===== config.mk =====
export PLATFORM = sky130hd
export DESIGN_NAME = fc_sc_layer
export DESIGN_NICKNAME = d
export VERILOG_FILES = /design/src/rtl/fc_sc_pkg.sv /design/src/rtl/fc_sc_layer_node.sv /design/src/rtl/fc_sc_layer.sv
export SDC_FILE = /design/constraint.sdc
export NUM_CORES = 2
export LEC_CHECK = 0
export ABC_AREA = 1
export CAP_MARGIN = 20
export CELL_PAD_IN_SITES_DETAIL_PLACEMENT = 0
export CELL_PAD_IN_SITES_GLOBAL_PLACEMENT = 1
export CORE_UTILIZATION = 44
export CTS_CLUSTER_DIAMETER = 100
export DETAILED_ROUTE_END_ITERATION = 16
export PLACE_DENSITY_LB_ADDON = 0.3
export SYNTH_ARGS = -nofsm -noshare
export SYNTH_HDL_FRONTEND = slang
export SYNTH_HIERARCHICAL = 1
export SYNTH_SLANG_ARGS = --single-unit

===== constraint.sdc =====
create_clock -name CLK -period 3.5 [get_ports CLK]
set_input_delay 0.7 -clock CLK [delete_from_list [all_inputs] [get_ports CLK]]
set_output_delay 0.7 -clock CLK [all_outputs]
set_load 0.05 [all_outputs]

===== src/rtl/fc_sc_pkg.sv =====
// Shared helpers for the stochastic-computing fully connected layer:
// width/threshold arithmetic, saturating add and restart-select encoding.
package fc_sc_pkg;

    localparam logic INIT_SEL_HALF    = 1'b1;
    localparam logic INIT_SEL_HALF_M1 = 1'b0;

    // Signed width that holds any delta in the range -(n_in+1) .. +(n_in+1).
    function automatic int delta_width(input int n_in);
        return $clog2(n_in + 2) + 1;
    endfunction

    function automatic int half_of(input int state_w);
        return 1 << (state_w - 1);
    endfunction

    // Wide enough that s + d never wraps before the clamp.
    function automatic int sat_add(input int s, input int d, input int max_v);
        int t;
        t = s + d;
        if (t < 0)
            return 0;
        else if (t > max_v)
            return max_v;
        return t;
    endfunction

endpackage


===== src/rtl/fc_sc_layer_node.sv =====
// One Btanh neuron: gated products, signed popcount, saturating state counter,
// z/zp decode and the per-window ones accumulator feeding the rate register.
module sc_btanh_node
    import fc_sc_pkg::*;
#(
    parameter int N_IN     = 25,
    parameter int STATE_W  = 8,
    parameter int BAND     = 4,
    parameter int WIN_LOG2 = 8
) (
    input  logic                CLK,
    input  logic                INIT_N,
    input  logic                en,
    input  logic                restart,
    input  logic                win_end,
    input  logic [N_IN-1:0]     a,
    input  logic [N_IN-1:0]     w,
    input  logic [N_IN-1:0]     w_sign,
    input  logic                b,
    input  logic                b_sign,
    input  logic                state_init,
    output logic                z,
    output logic                zp,
    output logic [WIN_LOG2:0]   rate
);

    localparam int DW    = delta_width(N_IN);
    localparam int HALF  = half_of(STATE_W);
    localparam int S_MAX = (1 << STATE_W) - 1;
    localparam int RW    = WIN_LOG2 + 1;

    localparam logic signed [DW-1:0] ONE       = DW'(1);
    localparam logic [STATE_W-1:0]   S_HALF    = STATE_W'(HALF);
    localparam logic [STATE_W-1:0]   S_HALF_M1 = STATE_W'(HALF - 1);
    localparam logic [STATE_W-1:0]   ZP_LO     = STATE_W'(HALF - BAND);
    localparam logic [STATE_W-1:0]   ZP_HI     = STATE_W'(HALF + BAND - 1);

    logic signed [DW-1:0] delta;
    logic [STATE_W-1:0]   s_d, s_q;
    logic [RW-1:0]        ones_d, ones_q;
    logic [RW-1:0]        rate_d, rate_q;

    always_comb begin
        // NOTE: every variable gets a default first so no path leaves it unassigned (no latch).
        delta = '0;
        for (int i = 0; i < N_IN; i++) begin
            if (a[i] && w[i])
                delta = w_sign[i] ? delta - ONE : delta + ONE;
        end
        if (b)
            delta = b_sign ? delta - ONE : delta + ONE;
    end

    always_comb begin
        s_d    = s_q;
        ones_d = ones_q;
        rate_d = rate_q;
        if (restart) begin
            s_d    = (state_init == INIT_SEL_HALF) ? S_HALF : S_HALF_M1;
            ones_d = '0;
        end else if (en) begin
            s_d = STATE_W'(sat_add(int'(s_q), int'(delta), S_MAX));
            if (win_end) begin
                rate_d = ones_q + RW'(z);
                ones_d = '0;
            end else begin
                ones_d = ones_q + RW'(z);
            end
        end
    end

    // NOTE: sequential state uses non-blocking assignments so all flops update together.
    always_ff @(posedge CLK or negedge INIT_N) begin
        if (!INIT_N) begin
            s_q    <= S_HALF_M1;
            ones_q <= '0;
            rate_q <= '0;
        end else begin
            s_q    <= s_d;
            ones_q <= ones_d;
            rate_q <= rate_d;
        end
    end

    assign z    = s_q[STATE_W-1];
    assign zp   = (s_q >= ZP_LO) && (s_q <= ZP_HI);
    assign rate = rate_q;

endmodule


===== src/rtl/fc_sc_layer.sv =====
// Fully connected stochastic-computing layer: N_OUT Btanh neurons sharing one
// rate-window counter and a rate_valid pulse.
module fc_sc_layer
    import fc_sc_pkg::*;
#(
    parameter int N_IN     = 25,
    parameter int N_OUT    = 8,
    parameter int STATE_W  = 8,
    parameter int BAND     = 4,
    parameter int WIN_LOG2 = 8
) (
    input  logic                           CLK,
    input  logic                           INIT_N,
    input  logic                           en,
    input  logic                           restart,
    input  logic [N_IN-1:0]                a,
    input  logic [N_OUT*N_IN-1:0]          w,
    input  logic [N_OUT*N_IN-1:0]          w_sign,
    input  logic [N_OUT-1:0]               b,
    input  logic [N_OUT-1:0]               b_sign,
    input  logic [N_OUT-1:0]               state_init,
    output logic [N_OUT-1:0]               z,
    output logic [N_OUT-1:0]               zp,
    output logic [N_OUT*(WIN_LOG2+1)-1:0]  rate,
    output logic                           rate_valid
);

    localparam int RW = WIN_LOG2 + 1;

    logic [WIN_LOG2-1:0] cnt_d, cnt_q;
    logic                rate_valid_d, rate_valid_q;
    logic                win_end;

    assign win_end = en && !restart && (cnt_q == '1);

    always_comb begin
        cnt_d        = cnt_q;
        rate_valid_d = win_end;
        if (restart)
            cnt_d = '0;
        else if (en)
            cnt_d = cnt_q + WIN_LOG2'(1);  // wraps to 0 on the closing edge
    end

    always_ff @(posedge CLK or negedge INIT_N) begin
        if (!INIT_N) begin
            cnt_q        <= '0;
            rate_valid_q <= 1'b0;
        end else begin
            cnt_q        <= cnt_d;
            rate_valid_q <= rate_valid_d;
        end
    end

    assign rate_valid = rate_valid_q;

    for (genvar j = 0; j < N_OUT; j++) begin : g_node
        sc_btanh_node #(
            .N_IN     (N_IN),
            .STATE_W  (STATE_W),
            .BAND     (BAND),
            .WIN_LOG2 (WIN_LOG2)
        ) u_node (
            .CLK        (CLK),
            .INIT_N     (INIT_N),
            .en         (en),
            .restart    (restart),
            .win_end    (win_end),
            .a          (a),
            .w          (w[j*N_IN +: N_IN]),
            .w_sign     (w_sign[j*N_IN +: N_IN]),
            .b          (b[j]),
            .b_sign     (b_sign[j]),
            .state_init (state_init[j]),
            .z          (z[j]),
            .zp         (zp[j]),
            .rate       (rate[j*RW +: RW])
        );
    end

endmodule


**After elaboration in Yosys (flattened, before gate mapping)**

Cells that the tools add are included.

- Add/sub/neg operators: 417
- Magnitude comparators: 32
- Eq/ne operators: 1
- Muxes and demuxes: 522
- Bitwise gates (word level): 1
- Reductions and logical operators: 213

Operators with widths:

| kind | number |
|---|---|
| $mux W6 | 416 |
| $add A6 B2 Y6 const B | 200 |
| $sub A6 B2 Y6 const B | 200 |
| $mux W8 | 50 |
| $mux W9 | 24 |
| $logic_and A1 B1 Y1 | 210 |
| $add A9 B6 Y10 | 8 |
| $gt A10 B9 Y1 const B | 8 |
| $lt A10 B1 Y1 const B | 8 |
| $add A9 B1 Y9 | 8 |
| $ge A8 B7 Y1 const B | 8 |
| $le A8 B8 Y1 const B | 8 |
| $mux W1 | 32 |
| $add A8 B1 Y8 const B | 1 |
| $eq A8 B8 Y1 const B | 1 |
| $reduce_and A3 Y1 | 1 |
| $reduce_bool A2 Y1 | 1 |
| $logic_not A1 Y1 | 1 |
| $not A1 Y1 | 1 |

- Flip-flop bits (word level): 217
- Input bits: 453
- Output and inout bits: 89
- Logic and storage cells: 1212

**Logic depth before layout (Yosys ltp)**

- Word-level depth: 86
- Mapped depth: 142

**By module**

The synthesis kept the hierarchy.

Modules (own cells, without submodules):

| module | instances | cells each | area each (µm²) | seq. area each (µm²) |
|---|---|---|---|---|
| sc_btanh_node at g_node[0].u_node ... | 2 | 1335 | 8255.4 | 659.4 |
| sc_btanh_node at g_node[4].u_node | 1 | 1333 | 8395.6 | 659.4 |
| sc_btanh_node at g_node[2].u_node | 1 | 1339 | 8364.3 | 659.4 |
| sc_btanh_node at g_node[7].u_node | 1 | 1345 | 8348.0 | 659.4 |
| sc_btanh_node at g_node[6].u_node | 1 | 1327 | 8313.0 | 659.4 |
| sc_btanh_node at g_node[5].u_node | 1 | 1327 | 8210.4 | 659.4 |
| sc_btanh_node at g_node[3].u_node | 1 | 1328 | 8189.1 | 659.4 |
| fc_sc_layer | 1 | 58 | 464.2 | 225.2 |

**Least setup slack after synthesis**

No wires, ideal clock.

- Kind: input port to flip-flop
- From: input port a[0]
- To: register g_node[4].u_node.s_q[7]
- Library setup time: 118 ps
- Arrival: 20775 ps
- Path slack: -17393 ps
- Stages on the path: 103
- Path buffers: 0
- Cell sequence: nand2_2 inv_2 nand2_1 fa_1 a21boi_1 fa_1 nand2_1 nand2_1 fa_1 nor2_1 a31oi_1 fa_1 nand2_1 nand2_1 fa_1 nor2_1 a31oi_1 fa_1 (+67 left out) nor3_1 a211oi_1 a21oi_1 nor2_1 inv_1 nand2_2 nand2_2 ha_1 a21oi_1 a21oi_1 o21ai_0 nand2_1 nand2_1 nand2_4 nand3_1 nand3_1 nand2_1 nand2_1

- Longest elaborated chain between the ends: 86
- Elaborated cells between the ends (all ways): 114

Ends and longest elaborated chain:

| item | RTL line | source |
|---|---|---|
| from (decl) | fc_sc_layer.sv:16 | `input logic [N_IN-1:0] a,` |
| $logic_and A1 B1 Y1 * | fc_sc_layer_node.sv:47 | `if (a[i] && w[i])` |
| $mux W6 * | fc_sc_layer_node.sv:47 |  |
| $add A6 B2 Y6 / $sub A6 B2 Y6 (equally long branches) | fc_sc_layer_node.sv:48 | `delta = w_sign[i] ? delta - ONE : delta + ONE;` |
| $mux W6 | fc_sc_layer_node.sv:48 |  |
| $mux W6 * | fc_sc_layer_node.sv:47 |  |
| $add A6 B2 Y6 / $sub A6 B2 Y6 (equally long branches) | fc_sc_layer_node.sv:48 |  |
| $mux W6 | fc_sc_layer_node.sv:48 |  |
| $mux W6 * | fc_sc_layer_node.sv:47 |  |
| (+70 left out) | -- |  |
| $gt A10 B9 Y1 | fc_sc_pkg.sv:23 | `else if (t > max_v)` |
| $mux W1 | fc_sc_pkg.sv:23 |  |
| $mux W1 | fc_sc_pkg.sv:21 | `if (t < 0)` |
| $mux W1 | fc_sc_layer_node.sv:61 | `end else if (en) begin` |
| $mux W1 | fc_sc_layer_node.sv:58 | `if (restart) begin` |
| $mux W8 * | fc_sc_pkg.sv:25 | `return t;` |
| $mux W8 * | fc_sc_layer_node.sv:61 |  |
| $mux W8 * | fc_sc_layer_node.sv:58 |  |
| to (signal assigned) | fc_sc_layer_node.sv:75 | `s_q <= S_HALF_M1;` |
| to (signal assigned) | fc_sc_layer_node.sv:79 | `s_q <= s_d;` |
| to (decl) | fc_sc_layer_node.sv:39 | `logic [STATE_W-1:0] s_d, s_q;` |

Mark *: on every way between the ends. The rest lies on a longest branch, timed or not. The select of a mux whose other input is x is not followed.
A chain may end at the register's enable or synchronous reset.

**Worst setup path in the final report**

Ends and elaborated chain as after synthesis.

==> results.sh <==
export IMPL_status="finished, violations left"
export IMPL_violations="setup timing"
export IMPL_clk_latency_ps=550
export IMPL_pin_count=542
export IMPL_worstSetupPathType="in -> reg"
export IMPL_ys_types=54
export IMPL_min_path_type="in -> async"
export IMPL_worst_setup_path_start_kind="input pin"
export IMPL_clk_pin_slew_ps=70
export IMPL_required_ps=3950
export IMPL_rsz0062_at_grt="true"
export IMPL_max_freq_ghz=0.0493
export IMPL_root_buffer="clkbuf_16"
export IMPL_numCtsBuffers=22
export IMPL_crit_path_max_incr_delay_ps=570
export IMPL_fp_dieH_um=392
export IMPL_synth_yosys_warnings=6
export IMPL_track_usage_pct=30.7
export IMPL_worstRegToRegCells=16
export IMPL_antenna_found_initial=74
export IMPL_firstDrtPassIters=6
export IMPL_antenna_left=0
export IMPL_path_max_fanout=8
export IMPL_synth_edf_count=0
export IMPL_worst_slack_ps=-16800
export IMPL_cts_sinks=217
export IMPL_max_slew_worst_pin_slew_ps=980
export IMPL_synth_area_leaders="nand2_1, ha_1, nand3_1"
export IMPL_grt_overflow=0
export IMPL_path_common_cell="nand2_2"
export IMPL_grt_pass1_vias=87300
export IMPL_portBuffers=541
export IMPL_yosysSeqAreaShare_pct=8.23
export IMPL_grt_start_max_net_pins=68
export IMPL_route_detailed_drc=0
export IMPL_dieWidth_um=392
export IMPL_nNetsFinal=16700
export IMPL_holdBufCountCts=0
export IMPL_num_vias=88200
export IMPL_p_per_area_mw_per_mm2=755
export IMPL_syn2layout_area_growth_pct=70.7
export IMPL_maxCapViolCount=0
export IMPL_endpoint_kind="flip-flop"
export IMPL_h_tree_depth=1
export IMPL_core_area_mm2=0.150
export IMPL_synth_fp_nets=12300
export IMPL_grt_pass1_wl_um=398000
export IMPL_total_power_uw=86100
export IMPL_syn_area_mm2=0.0668
export IMPL_ys_seq_elements=217
export IMPL_place_hpwl_um=205000
export IMPL_avgSynthCellArea_um2=6.23
export IMPL_synthArstFlopShare_pct=100
export IMPL_drt_first_iter_violations=3985
export IMPL_gp_congestion=0.953
export IMPL_synth_top_area_share_pct=17.2
export IMPL_synth_ff_type="dfrtp_1"
export IMPL_synth_area_leader_cell="nand2_1"
export IMPL_cts_tree="yes"
export IMPL_fp_row_count=142
export IMPL_hold_slack_ps=108
export IMPL_fin_tns_setup_ps=-1061070
export IMPL_start_util_pct=44.4
export IMPL_leakage_uw=0.0585
export IMPL_routed_wl_um=255000
export IMPL_critPathArrivalTime_ps=20750
export IMPL_via_per_inst=5.13
export IMPL_finalSetupViolations=64
export IMPL_fin_crit_sh_pct=580
export IMPL_relSlewSlack_pct=34.4
export IMPL_drive_gt1_share_pct=41.8
export IMPL_period_minus_slack_ps=20300
export IMPL_vdd_ir_drop_worst_mv=0.639
export IMPL_clk_path_buf_depth=3
export IMPL_post_route_util_pct=75.9
export IMPL_post_drt_wl_per_cell_um=14.8
export IMPL_final_max_slew_viol_count=0
export IMPL_cp_slowest_cell="fa_1"
export IMPL_syn_instance_count=10700
export IMPL_dp_slack_ps=-18290
export IMPL_skew_ps=20.7
export IMPL_hold_viol_final=0
export IMPL_dieArea_mm2=0.153
-- kinds of logic after synthesis --
family,count (synthesis),synth area share (%)
xor+xnor,539,7.07
buf+inv,1328,7.56
compound gates,1640,13.9
simple gates,5921,40.5
flops,217,8.23
fa+ha+maj,1082,22.8
-- layout by cell type, fill, tap and decap left out, types with 52 or more instances in the layout --
cell type and n:
a211oi_1 160, o21ai_2 247, a31oi_4 52, clkdlybuf4s50_1 511
dfrtp_1 161, nand2_1 2718, xnor2_1 143, nand2_4 147
inv_2 185, fa_1 142, nor2_1 650, xor2_1 331
a21oi_2 160, a21oi_1 409, nand2_2 589, ha_4 236
nor3_1 307, inv_1 1084, nand3_2 232, nor2_2 74
dfstp_2 56, o21ai_0 167, o21ai_1 190, buf_4 3808
ha_1 599, nand3_1 972, fa_2 82
-- layer usage --
metal	track usage [%]	wire [um]	part of all wire, %	vias up
li1	-	-	-	44600
met3	3.98	12500	4.9	716
met4	14.6	14000	5.5	58
met1	33.4	97200	38	40900
met5	0	385	0.15	-
met2	57.9	131000	51	1901
-- registers in the layout, summed over array words and instances (netlist names) --
signal	count
g_node.u_node/rate	72
g_node.u_node/ones_q	72
cnt_q	8
rate_valid	1
g_node.u_node/s_q	64
-- per-stage QoR --
step / area [um2] / instances
after floorplan: 69400 / 10700
after global placement: 102000 / 16500
after detailed placement: 102000 / 16500
after CTS: 108000 / 17000
after global routing: 114000 / 17200
final: 114000 / 17200
-- layout make-up --
| type | instances | area, um2 |
|---|---|---|
| multi-input combinational | 9182 | 65300 |
| tap | 2016 | 2520 |
| sequential | 217 | 5500 |
| clock inverter | 12 | 106 |
| inverter | 1297 | 4960 |
| antenna | 48 | 120 |
| timing repair buffer | 4403 | 34900 |
| fill | 11200 | 36300 |
| clock buffer | 28 | 593 |
-- cells in the mapped netlist (all sizes together), types with 8 or more instances --
library cell and instances:
a32o 8, nand3b 14, a31o 10, and2 49, dfrtp 161, a21boi 24, dfstp 56, o22ai 40
nand2 3469, o21ai 608, nor2 751, buf 13, nor4 16, o21bai 37, a21o 11, a31oi 101
o31ai 17, clkbuf 18, xor2 356, nand4 21, inv 1293, ha 858, nor3 337, a211oi 168
xnor2 183, o32ai 8, a21oi 596, nand3 1222, fa 224, or2 34, or4 8
-- what timing repair did --
| item | in CTS | in global routing |
|---|---|---|
| buffers inserted | 400 | 201 |
| pin swaps | 775 | 817 |
| cloned | 0 | 0 |
| gates resized for setup | 635 | 829 |
| endpoints found under the setup margin | 65 | 65 |
-- worst max-delay path: cells and delay by family --
family | cells | cell delay [ps]
AOI/OAI and AO/OA | 15 | 2280
adders and majority gates | 26 | 11820
xor gates and xnor gates | 1 | 190
and+or+nand+nor | 52 | 4200
buffers and inverters | 15 | 1510
-- where the power goes --
| group | switching [uW] | internal, uW | total (uW) |
|---|---|---|---|
| clock | 1110 | 1230 | 2340 |
| sequential | 610 | 3200 | 3810 |
| combinational | 40000 | 39900 | 79900 |
-- path summary, 6_finish.rpt --
kind / start / end / slack [ps]
worst min-delay path: INIT_N / g_node[5].u_node/ones_q[0]$_DFFE_PN0P_ / 110
worst max register to register: g_node[0].u_node/s_q[2]$_DFFE_PN1P_ / g_node[0].u_node/s_q[7]$_DFFE_PN0P_ / 800
min in group CLK: g_node[5].u_node/rate[2]$_DFFE_PN0P_ / g_node[5].u_node/rate[2]$_DFFE_PN0P_ / 480
max in group asynchronous: INIT_N / g_node[0].u_node/s_q[2]$_DFFE_PN1P_ / 2580
worst max-delay path: a[0] / g_node[4].u_node/s_q[7]$_DFFE_PN0P_ / -16800
worst min register to register: g_node[5].u_node/rate[2]$_DFFE_PN0P_ / g_node[5].u_node/rate[2]$_DFFE_PN0P_ / 480
Power figures use the tool's default switching activity.
